### config.mk
export PLATFORM = sky130hd
export DESIGN_NAME = cam_timing_monitor
export DESIGN_NICKNAME = d
export VERILOG_FILES = /design/src/rtl/cam_timing_monitor_pkg.sv /design/src/rtl/cam_sync_filter.sv /design/src/rtl/cam_timing_monitor.sv
export SDC_FILE = /design/constraint.sdc
export NUM_CORES = 1
export LEC_CHECK = 0
export CAP_MARGIN = 0
export CORE_ASPECT_RATIO = 0.6
export CORE_MARGIN = 3
export CORE_UTILIZATION = 40
export CTS_BUF_LIST = sky130_fd_sc_hd__clkbuf_16
export DETAILED_ROUTE_END_ITERATION = 10
export HOLD_SLACK_MARGIN = 0.1
export SYNTH_ARGS = -nofsm -noshare
export SYNTH_HDL_FRONTEND = slang
export SYNTH_HIERARCHICAL = 1
export SYNTH_SLANG_ARGS = --single-unit
### constraint.sdc
create_clock -name cam_in_clk -period 4.8 [get_ports cam_in_clk]
set_input_delay 0.72 -clock cam_in_clk [delete_from_list [all_inputs] [get_ports cam_in_clk]]
set_output_delay 0.72 -clock cam_in_clk [all_outputs]
set_load 0.01 [all_outputs]
### src/rtl/cam_timing_monitor_pkg.sv
// Shared defaults for the OV camera timing monitor (VGA, RGB444 = 2 bytes/pixel)
// and the status-word bit positions used by the UART readout.
package cam_timing_monitor_pkg;

    localparam int CAM_FILT_LEN  = 8;
    localparam int CAM_EXP_LINES = 480;
    localparam int CAM_EXP_BYTES = 1280;
    localparam int CAM_CNT_W     = 16;
    localparam int CAM_PER_W     = 32;

    localparam int STS_LOCKED     = 0;
    localparam int STS_ERR_LINES  = 1;
    localparam int STS_ERR_BYTES  = 2;
    localparam int STS_MEAS_VALID = 3;

    typedef struct packed {
        logic lines;
        logic bytes;
    } cam_err_t;

endpackage

### src/rtl/cam_sync_filter.sv
// Glitch filter for one camera sync line: a rise is accepted once the input has been
// high for FILT_LEN-1 consecutive samples after a low sample.
module cam_sync_filter #(
    parameter int FILT_LEN = 8
) (
    input  logic cam_in_clk,
    input  logic rstn,
    input  logic i_in,
    output logic o_rise_pulse,
    output logic o_level
);

    localparam logic [FILT_LEN-1:0] RISE_PAT = {1'b0, {(FILT_LEN-1){1'b1}}};

    logic [FILT_LEN-1:0] r_sr;

    always_ff @(posedge cam_in_clk or negedge rstn) begin
        if (!rstn) r_sr <= '0;
        else       r_sr <= {r_sr[FILT_LEN-2:0], i_in};
    end

    assign o_rise_pulse = (r_sr == RISE_PAT);
    // Previous raw sample; the top uses it as the one-cycle-delayed level for edge detection.
    assign o_level      = r_sr[0];

endmodule

### src/rtl/cam_timing_monitor.sv
// Measures OV camera vsync/href timing: lines per frame, min/max bytes per line and
// frame period, with sticky mismatch flags against the expected VGA geometry.
module cam_timing_monitor
    import cam_timing_monitor_pkg::*;
#(
    parameter int FILT_LEN  = CAM_FILT_LEN,
    parameter int CNT_W     = CAM_CNT_W,
    parameter int PER_W     = CAM_PER_W,
    parameter int EXP_LINES = CAM_EXP_LINES,
    parameter int EXP_BYTES = CAM_EXP_BYTES
) (
    input  logic             cam_in_clk,
    input  logic             rstn,
    input  logic             i_cam_vsynk,
    input  logic             i_cam_href,
    input  logic             i_clr_err,
    output logic             o_frame_start,
    output logic             o_line_start,
    output logic             o_meas_valid,
    output logic             o_locked,
    output logic [CNT_W-1:0] o_lines_last,
    output logic [CNT_W-1:0] o_bytes_min,
    output logic [CNT_W-1:0] o_bytes_max,
    output logic [PER_W-1:0] o_frame_period,
    output logic [15:0]      o_frame_cnt,
    output logic             o_err_lines,
    output logic             o_err_bytes
);

    localparam logic [CNT_W-1:0] CNT_ONE = CNT_W'(1);
    localparam logic [PER_W-1:0] PER_ONE = PER_W'(1);
    localparam logic [CNT_W-1:0] EXP_L   = CNT_W'(EXP_LINES);
    localparam logic [CNT_W-1:0] EXP_B   = CNT_W'(EXP_BYTES);

    logic w_vs_in;
    logic w_frame_start;
    logic w_line_start;
    logic w_href_d;
    logic w_unused_vs_level;
    logic w_href_rise;
    logic w_href_fall;
    logic w_line_open;

    logic [CNT_W-1:0] r_byte_run;
    logic [CNT_W-1:0] r_line_acc;
    logic [CNT_W-1:0] r_min_acc;
    logic [CNT_W-1:0] r_max_acc;
    logic [PER_W-1:0] r_period_cnt;
    logic             r_line_q;
    cam_err_t         r_err;

    // vsync is only trusted while href is low, so a long href never looks like a frame edge.
    assign w_vs_in = i_cam_vsynk & ~i_cam_href;

    cam_sync_filter #(.FILT_LEN(FILT_LEN)) u_vs_filt (
        .cam_in_clk   (cam_in_clk),
        .rstn         (rstn),
        .i_in         (w_vs_in),
        .o_rise_pulse (w_frame_start),
        .o_level      (w_unused_vs_level)
    );

    cam_sync_filter #(.FILT_LEN(FILT_LEN)) u_hr_filt (
        .cam_in_clk   (cam_in_clk),
        .rstn         (rstn),
        .i_in         (i_cam_href),
        .o_rise_pulse (w_line_start),
        .o_level      (w_href_d)
    );

    assign w_href_rise   = i_cam_href & ~w_href_d;
    assign w_href_fall   = w_href_d & ~i_cam_href;
    // A line just qualified on its final high cycle still gets its length recorded.
    assign w_line_open   = r_line_q | w_line_start;
    assign o_frame_start = w_frame_start;
    assign o_line_start  = w_line_start;

    always_ff @(posedge cam_in_clk or negedge rstn) begin
        if (!rstn) begin
            r_byte_run     <= '0;
            r_line_acc     <= '0;
            r_min_acc      <= '1;
            r_max_acc      <= '0;
            r_period_cnt   <= '0;
            r_line_q       <= 1'b0;
            o_locked       <= 1'b0;
            o_meas_valid   <= 1'b0;
            o_lines_last   <= '0;
            o_bytes_min    <= '0;
            o_bytes_max    <= '0;
            o_frame_period <= '0;
            o_frame_cnt    <= '0;
        end else begin
            if (w_href_rise)
                r_byte_run <= CNT_ONE;
            else if (i_cam_href && r_byte_run != '1)
                r_byte_run <= r_byte_run + CNT_ONE;

            if (r_period_cnt != '1)
                r_period_cnt <= r_period_cnt + PER_ONE;

            o_meas_valid <= w_frame_start & o_locked;

            if (w_frame_start) begin
                if (o_locked) begin
                    o_frame_period <= r_period_cnt;
                    o_lines_last   <= r_line_acc;
                    o_bytes_min    <= (r_line_acc == '0) ? '0 : r_min_acc;
                    o_bytes_max    <= (r_line_acc == '0) ? '0 : r_max_acc;
                    o_frame_cnt    <= o_frame_cnt + 16'd1;
                end
                o_locked     <= 1'b1;
                r_period_cnt <= PER_ONE;
                r_line_acc   <= '0;
                r_min_acc    <= '1;
                r_max_acc    <= '0;
                r_line_q     <= 1'b0;
            end else begin
                if (w_line_start) begin
                    r_line_q <= 1'b1;
                    if (r_line_acc != '1)
                        r_line_acc <= r_line_acc + CNT_ONE;
                end
                if (w_href_fall && w_line_open) begin
                    if (r_byte_run < r_min_acc) r_min_acc <= r_byte_run;
                    if (r_byte_run > r_max_acc) r_max_acc <= r_byte_run;
                    r_line_q <= 1'b0;
                end
            end
        end
    end

    // Flags are judged on the freshly reported values; a new mismatch beats a same-cycle clear.
    always_ff @(posedge cam_in_clk or negedge rstn) begin
        if (!rstn) begin
            r_err <= '0;
        end else begin
            r_err.lines <= (r_err.lines & ~i_clr_err)
                         | (o_meas_valid & (o_lines_last != EXP_L));
            r_err.bytes <= (r_err.bytes & ~i_clr_err)
                         | (o_meas_valid & ((o_bytes_min != EXP_B) | (o_bytes_max != EXP_B)));
        end
    end

    assign o_err_lines = r_err.lines;
    assign o_err_bytes = r_err.bytes;

endmodule

---- After elaboration in Yosys (flattened, before gate mapping) ----
Cells that the tools add are included.
word-level totals
  flip-flop bits (word level) ............. 213
  bits of input ports ..................... 5
  output and inout port bits .............. 102
  word-level logic and storage cells ...... 79
operators by class
  multiplexer cells ....................... 18
  order comparisons ....................... 2
  bitwise logic cells ..................... 15
  reductions and logical operators ........ 15
  add/subtract/negate cells ............... 4
  equality and inequality tests ........... 8
operators with widths
  operator                 number
  $mux W16                 13
  $mux W32                 2
  $add A16 B1 Y16 const B  3
  $add A32 B1 Y32 const B  1
  $ne A16 B11 Y1 const B   2
  $ne A16 B16 Y1 const B   2
  $ne A32 B32 Y1 const B   1
  $eq A8 B7 Y1 const B     2
  $gt A16 B16 Y1           1
  $logic_not A16 Y1        1
  $lt A16 B16 Y1           1
  $ne A16 B9 Y1 const B    1
  $reduce_bool A2 Y1       7
  $and A1 B1 Y1            8
  $reduce_and A2 Y1        4
  $or A1 B1 Y1             4
  $mux W1                  3
  $not A1 Y1               3
  $reduce_bool A3 Y1       1
  $logic_and A1 B1 Y1      2

---- Longest topological paths before layout ----
Gate-level depths: netlist of run 1.
  depth after elaboration ................. 5
  gate-level depth with buffers ........... 10
  mapped depth without buffers ............ 9

---- Modules after synthesis ----
The synthesis of run 1 kept the hierarchy.
modules (own cells, without submodules)
  module              instances  cells an instance  seq. area each (um^2)  area an instance (um^2)
  cam_timing_monitor  1          899                4949.7                 9221.3
  cam_sync_filter     2          11                 200.2                  219.0

---- Worst setup path after synthesis of run 1 ----
No wires, ideal clock.
  path type ............................... register to register
  start point ............................. register r_min_acc[13]
  end point ............................... register r_min_acc[10]
  arrival time ............................ 2.142 ns
  clock period less this slack ............ 2.223 ns
  stages on the path, launching flop included .. 10
  required time ........................... 4.718 ns
  slack ................................... 2.577 ns
  path through ............................ dfstp_2 inv_1 ha_1 a21o_1 a21oi_1 nor2b_1 a2111oi_4 nand2_4 buf_6 a211o_1
between the ends
  longest elaborated chain between the ends .. 3
ends and longest elaborated chain
  element                       RTL line                   source
  from (decl)                   cam_timing_monitor.sv:46   logic [CNT_W-1:0] r_min_acc;
  from (signal assigned)        cam_timing_monitor.sv:125  if (r_byte_run < r_min_acc) r_min_acc <= r_byte_run;
  $lt A16 B16 Y1                cam_timing_monitor.sv:125
  $reduce_bool A2 Y1 (no line)  n/a
  $reduce_and A2 Y1 (no line)   n/a
Every way passes these cells.
A chain may end at the register's enable or synchronous reset.

---- Worst setup path after layout of run 1 ----
  start point ............................. register r_byte_run[7]
  end point ............................... register r_max_acc[0]
between the ends
  longest elaborated chain between the ends .. 3
ends and longest elaborated chain
  element                       RTL line                   source
  from (decl)                   cam_timing_monitor.sv:44   logic [CNT_W-1:0] r_byte_run;
  from (signal assigned)        cam_timing_monitor.sv:97   r_byte_run <= r_byte_run + CNT_ONE;
  $gt A16 B16 Y1                cam_timing_monitor.sv:126  if (r_byte_run > r_max_acc) r_max_acc <= r_byte_run;
  $reduce_bool A2 Y1 (no line)  n/a
  $reduce_and A2 Y1 (no line)   n/a
  to (signal assigned)          cam_timing_monitor.sv:126
  to (decl)                     cam_timing_monitor.sv:47   logic [CNT_W-1:0] r_max_acc;
Every way passes these cells.

==> results of run 1 <==
-- cells in the final DEF, fill, tap and decap left out, types with 4 or more instances in the layout --
cell,instances
xnor2_1,21
a211o_1,10
clkinv_2,4
a22o_1,47
inv_1,41
and2_1,5
ha_1,36
clkdlybuf4s50_1,105
xor2_1,43
or3_1,4
nor4_1,13
nand2_1,182
and4_1,11
dfstp_2,16
dfrtp_1,197
a21oi_1,22
nor3_1,10
nor2b_1,8
a21o_1,5
a211o_2,6
and3_1,23
nand4_1,36
clkbuf_16,23
nand3_1,25
and3_2,7
clkinv_1,6
buf_4,14
o21ai_0,13
nor2_1,61
-- synth_stat cells (2+ instances only) --
master	instances
and4_4	2
a41oi_1	4
nor2b_1	8
and3_2	7
a21oi_1	22
nand2_1	183
inv_1	38
and2_1	5
dfrtp_1	197
nor4b_1	2
nand4b_1	3
and4_1	11
buf_1	8
clkbuf_1	19
nand3_1	25
xor2_1	43
o21ai_0	13
ha_1	36
a211o_1	10
nor3_1	10
dfstp_2	16
buf_2	6
a211oi_1	2
a22o_1	47
nand4_1	36
nor4bb_1	2
or3_1	4
xnor2_1	21
a31oi_1	3
nor4_1	13
o21bai_1	2
a211o_2	6
o211ai_1	2
and3_1	23
a21o_1	5
buf_6	2
nor2_1	62
nand2b_1	3
-- area by class of cell --
| cell class | instances | area, µm² |
|---|---|---|
| inverter | 38 | 142.6 |
| timing repair buffer | 120 | 1170 |
| clock inverter | 17 | 151.4 |
| tap | 315 | 394.1 |
| multi-input combinational | 633 | 4023 |
| fill | 2150 | 11600 |
| clock buffer | 23 | 575.6 |
| sequential | 213 | 5350 |
-- layer usage --
metal,GRT usage (%),part of all wire (%),vias to the layer above,routed length [µm]
met2,24.51,39,158,9522
met5,0,0,-,0
met3,3.668,6.0,27,1474
li1,-,-,3448,-
met4,3.309,1.3,0,324
met1,33.14,54,3555,13370
-- logic make-up (layout without fill, tap and decap cells) --
group                    Yosys count  after routing
AO/OA/AOI/OAI                    128            128
XOR/XNOR                          64             64
adder cells (fa/ha/maj)           36             36
buffers and inverters             75            198
flip-flops                       213            213
multiplexers                       1              1
AND/OR/NAND/NOR                  404            404
-- registers in the layout (all words and copies together) (netlist names) --
register        count
o_frame_period     32
r_period_cnt       32
o_bytes_max        16
o_bytes_min        16
o_frame_cnt        16
o_lines_last       16
r_byte_run         16
r_line_acc         16
r_max_acc          16
r_min_acc          16
u_hr_filt/r_sr      8
u_vs_filt/r_sr      8
o_err_bytes         1
o_err_lines         1
o_locked            1
o_meas_valid        1
r_line_q            1
-- worst paths after layout --
| check | startpoint | to | slack [ps] | cells after the start |
|---|---|---|---|---|
| worst max-delay path | r_byte_run[7] | r_max_acc[0] | 1750 | 7 |
| worst min-delay path | rstn | o_frame_period[8] | 360 | 1 |
| worst max register to register | r_byte_run[7] | r_max_acc[0] | 1750 | 7 |
| worst min register to register | u_hr_filt/r_sr[3] | u_hr_filt/r_sr[4] | 370 | 0 |
| max in group asynchronous | rstn | r_period_cnt[19] | 3370 | 2 |
| min in group cam_in_clk | u_hr_filt/r_sr[3] | u_hr_filt/r_sr[4] | 370 | 0 |
-- metrics by stage --
step	setup WS, ps	std cells
final	1747	1359
after global routing	1572	1359
after CTS	1711	1359
after detailed placement	1503	1319
after global placement	1552	1319
after floorplan	2577	921
-- power groups by stage --
| stage | Clock [W] | Sequential [W] | Combinational [W] |
|---|---|---|---|
| CTS | 0.00178 | 0.00189 | 0.000205 |
| detailed placement | 0 | 0.00193 | 0.000204 |
| global route | 0.00185 | 0.00190 | 0.000231 |
| finish | 0.00174 | 0.00190 | 0.000203 |
| global placement | 0 | 0.00193 | 0.000199 |
| floorplan | 0 | 0.00191 | 0.000103 |
-- critical path: cells and delay by family, from the launching register on --
family	cells	cell delay, ps
simple gates	1	1020
fa+ha+maj	1	340
compound gates	5	1040
flops	1	590
==> results.md, run 1 <==
- Synth Flop Type: dfrtp_1
- Synthesized cell area: 0.009659 mm²
- Inserted Clock Buffers: 22
- Crit. End Element: flip-flop
- Post-Layout Inst Area: 0.01181 mm²
- Cell variety after synth: 58
- Hold-fix buffer count after cts: 0
- PwrDens: 324.9 mW/mm²
- Post-CTS resize count: 0
- Final Power: 0.003836 W
- Sequential share of power: 49.4%
- Final design utilization: 50.45%
- Placed wire-length estimate: 16,910 µm
- Crit Path Category: reg -> reg
- Width of the die: 206.6 µm
- Core footprint: 0.02340 mm²
- Worst min path class: in -> async
- H-tree depth: 1
- Syn nets: 962
- Max incr delay on CP: 1020 ps
- Area share of fa/ha/maj cells after synthesis: 4.663%
- F_max: 327.5 MHz
- Pin count of the biggest net entering global routing: 123
- FFs w/ async S/R, synth: 100.0%
- Crit Path Max Fanout: 16
- Setup crit start kind: flip-flop
- Synth top area share: 51.04%
- Period utilization: 63.60%
- NumNets Final: 1,069
- Final WL: 24,690 µm
- CTS tree: built
- Critical-path cell list: ha_1 > a21oi_1 > o21ai_0 > o2bb2ai_1 > o41ai_1 > nor2b_1 > a22o_2
- CTS sink cnt: 213
- First-pass GRT wire length: 39,930 µm
- Maximum vdd drop: 181.6 µV
- TNS Setup: 0 ps
- Simple-gate area share of the yosys netlist: 20.25%
- Post-Synth XOR/XNOR Area: 5.803%
- Sw Pwr: 0.0008898 W
- Grt total ovfl: 0
- EDFF count, synth: 0
- Drt first pass iters: 5
- Leakage: 5.663 nW
- CP required: 5230 ps
- Clock Tree Root: clkbuf_16
- Initial Util: 41.27%
- Multiplexer share of the synthesized area: 0.1036%
- Outcome: completed
- Starting DRT DRC Count: 529
- CP max-delay cell: nor2b_1
- Compound-cell area share of the yosys netlist: 10.60%
- DR vias: 7,188
- Clock buffer depth: 3
- RSZ-0062 raised after global routing: false
- Slew Limit Fails: 0
- Die Ht: 126.4 µm
- Post-CTS setup buffers: 0
- Avg WL per Cell: 18.17 µm
- Final setup vio count: 0
- Cell Rows: 43
- Hold Slack: 359.8 ps
- Cell taking the most area after synthesis: dfrtp_1
- Top post-synthesis cells by area: dfrtp_1 (51%), nand2_1 (7.1%), ha_1 (4.7%), dfstp_2 (4.4%), a22o_1 (4.3%)
- Total track usage: 19.21%
- Crit path DAT: 3490 ps
- GPL Wtd Cong: 0.8220
- Clk slew on worst S/H paths: 60 ps
- Remaining design rule violation count: 0
- Int Power: 0.002946 W
- Count of final hold-check violations: 0
- Antenna violation net count after detailed routing: 0
- Seq/Total Area, Yosys: 55.39%
- Clock skew: 12.83 ps
- Slew margin rel.: 17.26%
- Clock latency on the worst-skew pair: 500 ps
- Slew @ Worst Pin: 1239 ps
- Clock network power share: 45.3%
- Vias in the first global route: 6,810
- Mapped Cells: 921
- Port buffer count: 106
- Average cell area after synthesis: 10.49 µm²
- Largest family of logic cells by synthesized area: simple AND/OR/NAND/NOR gates
- Logic pwr share: 5.3%
- Yosys warning total: 6
- Min Clock Period, post-route: 3053 ps
- Sw Ratio: 23.20%
- Placed Area: 0.01108 mm²
- Area growth from synthesis to layout: 22.23%
- Antenna diode count: 0
- Via/cell ratio: 5.289
- Initial antenna violation count: 0
- Seq cells post-synth: 213
- Top-Level Pins: 107
- Maxcap violations: 0
- Die area: 0.02611 mm²
- Ratio of cells with drive above 1 in the final layout: 8.525%
Power figures use the tool's default switching activity.
==> inputs of run 2 (changes only) <==
==> constraint.sdc (replaced) <==
create_clock -name cam_in_clk -period 3.2 [get_ports cam_in_clk]
set_input_delay 0.48 -clock cam_in_clk [delete_from_list [all_inputs] [get_ports cam_in_clk]]
set_output_delay 0.48 -clock cam_in_clk [all_outputs]
set_load 0.01 [all_outputs]
==> run 2 against run 1 <==
Non-clock buffer count rose by 17. Fmax is 8.3% higher. Critical endpoint unchanged. Flip-flop and latch count did not move. Critical path depth decreased by 1. Largest cell class unchanged. Setup slack worse by 1400 ps. Clock power increased by 41%.
==> results.md, run 2 (synthesis results as in run 1) <==
- Outcome: completed
- H-tree depth: 1 (unchanged)
- Clock skew: 11.22 ps (-1.608 ps)
- Crit. End Element: flip-flop
- Clock latency on the worst-skew pair: 500 ps (about the same)
- Crit Path Category: reg -> reg
- Clock Tree Root: clkbuf_16
- Drt first pass iters: 5 (unchanged)
- Commonest cells after routing, fill and taps aside: dfrtp_1 (197), nand2_1 (182), clkdlybuf4s50_1 (105)
- Largest regs: o_frame_period x32, r_period_cnt x32
- Port buffer count: 106 (unchanged)
- Core footprint: 0.02340 mm² (unchanged)
- Starting DRT DRC Count: 564 (+6.6%)
- Post-CTS setup buffers: 0 (unchanged)
- Period utilization: 88.12% (+25 points)
- Fillers: 2,126 (-1.1%)
- Final setup vio count: 0 (unchanged)
- CP required: 3630 ps (-1600 ps)
- F_max: 354.6 MHz (+8.3%)
- Clk slew on worst S/H paths: 60 ps (about the same)
- Leakage: 5.724 nW (+1.1%)
- Min Clock Period, post-route: 2820 ps (-233.1 ps)
- Count of final hold-check violations: 0 (unchanged)
- RSZ-0062 raised after global routing: false
- Die Ht: 126.4 µm (unchanged)
- Final WS setup: 380.1 ps (-1367 ps)
- GPL Wtd Cong: 0.8117 (-1.3%)
- Crit Path Max Fanout: 16 (unchanged)
- Dpl ws: 331.5 ps (-1172 ps)
- DR vias: 7,251 (+0.88%)
- Initial Util: 41.27% (unchanged)
- Reg2reg setup slack: 380 ps (-1370 ps)
- First-pass GRT wire length: 39,470 µm (-1.2%)
- Crit path DAT: 3250 ps (-240 ps)
- Sw Pwr: 0.001276 W (+43%)
- Final design utilization: 50.82% (+0.37 points)
- Pin count of the biggest net entering global routing: 82 (-33%)
- Slew @ Worst Pin: 1150 ps (-89.03 ps)
- Area growth from synthesis to layout: 23.13%
- Width of the die: 206.6 µm (unchanged)
- Antenna diode count: 0 (unchanged)
- Placed wire-length estimate: 17,520 µm (+3.6%)
- CTS tree: built
- Initial antenna violation count: 0 (unchanged)
- Post-CTS resize count: 0 (unchanged)
- Final WL: 24,540 µm (-0.61%)
- Antenna violation net count after detailed routing: 0 (unchanged)
- Grt total ovfl: 0 (unchanged)
- Sequential share of power: 50.8% (+1.4 points)
- Most common cell after layout, fill and taps aside: dfrtp_1
- FF/Latch Area: 0.005350 mm² (unchanged)
- Total track usage: 18.91% (-0.30 points)
- Logic pwr share: 5.3% (about the same)
- Area of the multi-input gates: 0.004023 mm² (unchanged)
- NumNets Final: 1,085 (+1.5%)
- Maximum vdd drop: 284.8 µV (+57%)
- Int Power: 0.004311 W (+46%)
- CTS sink cnt: 213 (unchanged)
- Inserted Clock Buffers: 21 (-4.5%)
- Slew margin rel.: 23.08% (+5.8 points)
- Via/cell ratio: 5.281 (-0.15%)
- Slew Limit Fails: 0 (unchanged)
- Avg WL per Cell: 17.87 µm (-1.6%)
- Clock buffer depth: 3 (unchanged)
- PwrDens: 469.7 mW/mm² (+45%)
- TNS Setup: 0 ps (unchanged)
- Hold-fix buffer count after cts: 1 (+1)
- Clock network power share: 43.9% (-1.4 points)
- Maxcap violations: 0 (unchanged)
- Top-Level Pins: 107 (unchanged)
- Ratio of cells with drive above 1 in the final layout: 9.546% (+1.0 points)
- Vias in the first global route: 6,820 (+0.15%)
- Worst min path class: reg -> reg
- Cell Rows: 43 (unchanged)
- Sw Ratio: 22.84% (-0.36 points)
- Die area: 0.02611 mm² (unchanged)
- Setup crit start kind: flip-flop
- Non-filler cells, final: 1,373 (+1.0%)
- Remaining design rule violation count: 0 (unchanged)
- # placed instances: 1,334 (+1.1%)
[run 2: cell types whose count changed in the layout (fill, tap and decap cells not counted), sizes merged]
cell	previous run	this run
clkbuf	24	22
buf	14	30
clkinv	10	11
inv	41	40
clkinvlp	1	0
dlygate4sd3	0	1
[run 2: worst max-delay path, cell delays in order, from the launching register on]
cell,delay [ps]
dfrtp_1,390
ha_1,330
nand4_1,250
a2111oi_0,480
o41ai_1,130
nor2_1,880
a22o_2,290
[run 2: metrics by stage]
stage,total power [W],hold slack (ps),area (µm²)
6_report,0.005587,375.2,11890
5_1_grt,0.005790,385.7,11890
3_5_place_dp,0.003178,361.1,11200
4_1_cts,0.005642,373.2,11880
3_3_place_gp,0.003173,357.6,11200
2_1_floorplan,0.003025,184.4,9659
[run 2: final timing paths]
path,start,end,depth (start not counted)
max,r_byte_run[11],r_max_acc[0],6
min,u_hr_filt/r_sr[4],u_hr_filt/r_sr[5],0
max reg2reg,r_byte_run[11],r_max_acc[0],6
min reg2reg,u_hr_filt/r_sr[4],u_hr_filt/r_sr[5],0
max in group asynchronous,rstn,r_min_acc[3],3
min in group asynchronous,rstn,o_frame_cnt[0],2
[run 2: cell type report]
cell class	count	area share, %
tap	315	3.314
inverter	38	1.199
timing repair buffer	137	11.07
multi-input combinational	633	33.82
clock inverter	16	1.199
clock buffer	21	4.418
sequential	213	44.98
[run 2: routing by layer]
layer  track usage (%)  wire length (µm)
met5                 0                 0
met4             4.346               546
met3             3.206              1443
met2             24.18              9369
met1             32.39             13180
[run 2: power groups by stage]
stage | logic (W) | clock network [W] | registers [W]
final | 0.000294 | 0.00245 | 0.00284
after floorplan | 0.000154 | 0 | 0.00287
after global routing | 0.000333 | 0.00261 | 0.00285
after CTS | 0.000295 | 0.00251 | 0.00284
after detailed placement | 0.000291 | 0 | 0.00289
after global placement | 0.000288 | 0 | 0.00288
==> inputs of run 3 (changes only) <==
--- a/config.mk
+++ b/config.mk
@@ -5,12 +5,14 @@
 export SDC_FILE = /design/constraint.sdc
 export NUM_CORES = 1
 export LEC_CHECK = 0
+export ABC_AREA = 0
 export CAP_MARGIN = 0
 export CORE_ASPECT_RATIO = 0.6
 export CORE_MARGIN = 3
 export CORE_UTILIZATION = 40
 export CTS_BUF_LIST = sky130_fd_sc_hd__clkbuf_16
 export DETAILED_ROUTE_END_ITERATION = 10
+export GPL_TIMING_DRIVEN = 0
 export HOLD_SLACK_MARGIN = 0.1
 export SYNTH_ARGS = -nofsm -noshare
 export SYNTH_HDL_FRONTEND = slang
==> run 3 against run 2 <==
First-iteration DRC count grew 16%. Largest cell class unchanged. Setup slack lost 14 ps. Flip-flop and latch count is the same. Largest power group unchanged. Highest routed layer unchanged. Clock skew shrank 3.4 ps. Fmax shrank 0.48%. Global-route usage grew 0.37 points. Critical endpoint is now o_bytes_max[13]. Sequential power is essentially flat. Total power grew 1.1%. Non-clock buffer count grew 8.
==> results.md, run 3 (synthesis results as in run 1) <==
- Outcome: completed
- Crit. End Element: flip-flop
- Clock buffer depth: 3 (unchanged)
- Placed wire-length estimate: 18,170 µm (+3.7%)
- Highest metal used: met4
- Min Clock Period, post-route: 2834 ps (+13.66 ps)
- Critical-path cell list: nand4_1 > nor2_1 > buf_2 > nand2_1 > a41oi_1 > clkbuf_1 > a22o_1
- Hold Slack: 373.2 ps (-2.008 ps)
- Inserted Clock Buffers: 22 (+4.8%)
- Most common cell after layout, fill and taps aside: dfrtp_1
- Ratio of cells with drive above 1 in the final layout: 8.045% (-1.5 points)
- F_max: 352.9 MHz (-0.48%)
- Worst path depth: 7 (+1)
- Largest regs: o_frame_period x32, r_period_cnt x32
- Cell Rows: 43 (unchanged)
- Fillers: 2,131 (+0.24%)
- CTS sink cnt: 213 (unchanged)
- Clock Tree Root: clkbuf_16
- Drt first pass iters: 5 (unchanged)
- Antenna diode count: 0 (unchanged)
- Total track usage: 19.27% (+0.37 points)
- Die area: 0.02611 mm² (unchanged)
- Antenna violation net count after detailed routing: 0 (unchanged)
- Remaining design rule violation count: 0 (unchanged)
- GPL Wtd Cong: 0.8574 (+5.6%)
- Crit path DAT: 3270 ps (+20 ps)
- Leakage: 5.667 nW (-1.0%)
- Crit Path Category: reg -> reg
- Hold path depth: 0 (unchanged)
- Clock latency on the worst-skew pair: 500 ps (about the same)
- Worst min path class: reg -> reg
- Worst reg-to-reg path cell count: 7 (+1)
- PwrDens: 475.7 mW/mm² (+1.3%)
- Post-CTS setup buffers: 0 (unchanged)
- Final WL: 24,780 µm (+0.98%)
- Die Ht: 126.4 µm (unchanged)
- CTS tree: built
- Grt total ovfl: 0 (unchanged)
- Area growth from synthesis to layout: 22.93%
- Setup crit start kind: flip-flop
- Count of final hold-check violations: 0 (unchanged)
- H-tree depth: 1 (unchanged)
- Via/cell ratio: 5.193 (-1.7%)
- First-pass GRT wire length: 39,540 µm (+0.17%)
- Core footprint: 0.02340 mm² (unchanged)
- CP max-delay cell: a41oi_1
- Slew @ Worst Pin: 872.7 ps (-276.8 ps)
- Initial Util: 41.27% (unchanged)
- Routed met2 length: 8984 µm (-4.1%)
- Max incr delay on CP: 730 ps (-150 ps)
- DR WL met3: 1549 µm (+7.3%)
- Final Power: 0.005649 W (+1.1%)
- Period utilization: 88.55% (+0.43 points)
- Width of the die: 206.6 µm (unchanged)
- Crit Path Max Fanout: 10 (-6)
- Clock skew: 7.782 ps (-3.439 ps)
- Vias in the first global route: 6,652 (-2.5%)
- DR vias: 7,187 (-0.88%)
- CP bufs+invs: 2 (+2)
- Avg WL per Cell: 17.90 µm (+0.18%)
- CP required: 3630 ps (about the same)
- Initial antenna violation count: 0 (unchanged)
- Cell family with most CP delay: compound AO/OA/AOI/OAI gates
- Clk slew on worst S/H paths: 70 ps (about the same)
- NumNets Final: 1,094 (+0.83%)
- Slew Limit Fails: 0 (unchanged)
- Top-Level Pins: 107 (unchanged)
- Pin count of the biggest net entering global routing: 116 (+41%)
- RSZ-0062 raised after global routing: false
- M1 WL: 13,830 µm (+4.9%)
- Slew margin rel.: 41.06% (+18 points)
- Port buffer count: 106 (unchanged)
- Final setup vio count: 0 (unchanged)
- Commonest cells after routing, fill and taps aside: dfrtp_1 (197), nand2_1 (183), clkdlybuf4s50_1 (105)
- Starting DRT DRC Count: 652 (+16%)
- Maximum vdd drop: 311.5 µV (+9.4%)
- Maxcap violations: 0 (unchanged)
==> run 3: report_power, final <==
part | leakage, nW | internal [W] | switching [W]
Sequential | 2.87 | 0.00276 | 0.0000887
Combinational | 2.43 | 0.000104 | 0.000153
Clock | 0.362 | 0.00147 | 0.00107
Total | 5.67 | 0.00433 | 0.00131
==> run 3: routing by layer <==
| layer | vias to the layer above | GRT usage [%] |
|---|---|---|
| met1 | 3484 | 34.49 |
| met4 | 0 | 3.349 |
| met3 | 29 | 3.411 |
| met5 | - | 0 |
| li1 | 3501 | - |
| met2 | 173 | 23.30 |
==> run 3: what timing repair did <==
| item | 4_1_cts | 5_1_grt |
|---|---|---|
| gates resized for setup | 0 | 1 |
| hold endpoints to repair | 13 | 0 |
| hold buffers | 1 | 0 |
| setup endpoints to repair | 0 | 20 |
==> run 3: metrics by stage <==
step / setup WS [ps] / instances / utilization [%] / setup TNS [ps] / instance area (µm²)
2_1_floorplan: 976.6 / 921 / - / 0 / 9659
3_3_place_gp: -7503 / 1342 / 47.49 / -1547710 / 11110
3_5_place_dp: 212.3 / 1343 / 47.63 / 0 / 11150
4_1_cts: 180.2 / 1384 / 50.72 / 0 / 11870
5_1_grt: 146.1 / 1384 / 50.74 / 0 / 11870
6_report: 366.5 / 1384 / 50.74 / 0 / 11870
==> run 3: final cells by class <==
class	instances	area (µm²)	share of cell area, %
Buffer	37	166.4	1.401
Sequential cell	213	5350	45.06
Inverter	38	142.6	1.201
Timing Repair Buffer	108	1104	9.294
Clock buffer	23	575.6	4.847
Clock inverter	17	138.9	1.170
Multi-Input combinational cell	633	4003	33.71
Tap cell	315	394.1	3.319
==> run 3: worst register-to-register path: cells and delay by family (launching register included) <==
kind	cells	cell delay, ps
AO/OA/AOI/OAI	2	960
buffers and inverters	2	830
flip-flops	1	450
AND/OR/NAND/NOR	3	520
==> run 3: worst paths after layout <==
check	from	slack, ps	to
max in group asynchronous	rstn	1570	r_min_acc[10]
min in group asynchronous	rstn	640	o_frame_period[9]
worst max-delay path	u_vs_filt/r_sr[0]	370	o_bytes_max[13]
worst max register to register	u_vs_filt/r_sr[0]	370	o_bytes_max[13]
worst min-delay path	u_vs_filt/r_sr[2]	370	u_vs_filt/r_sr[3]
worst min register to register	u_vs_filt/r_sr[2]	370	u_vs_filt/r_sr[3]
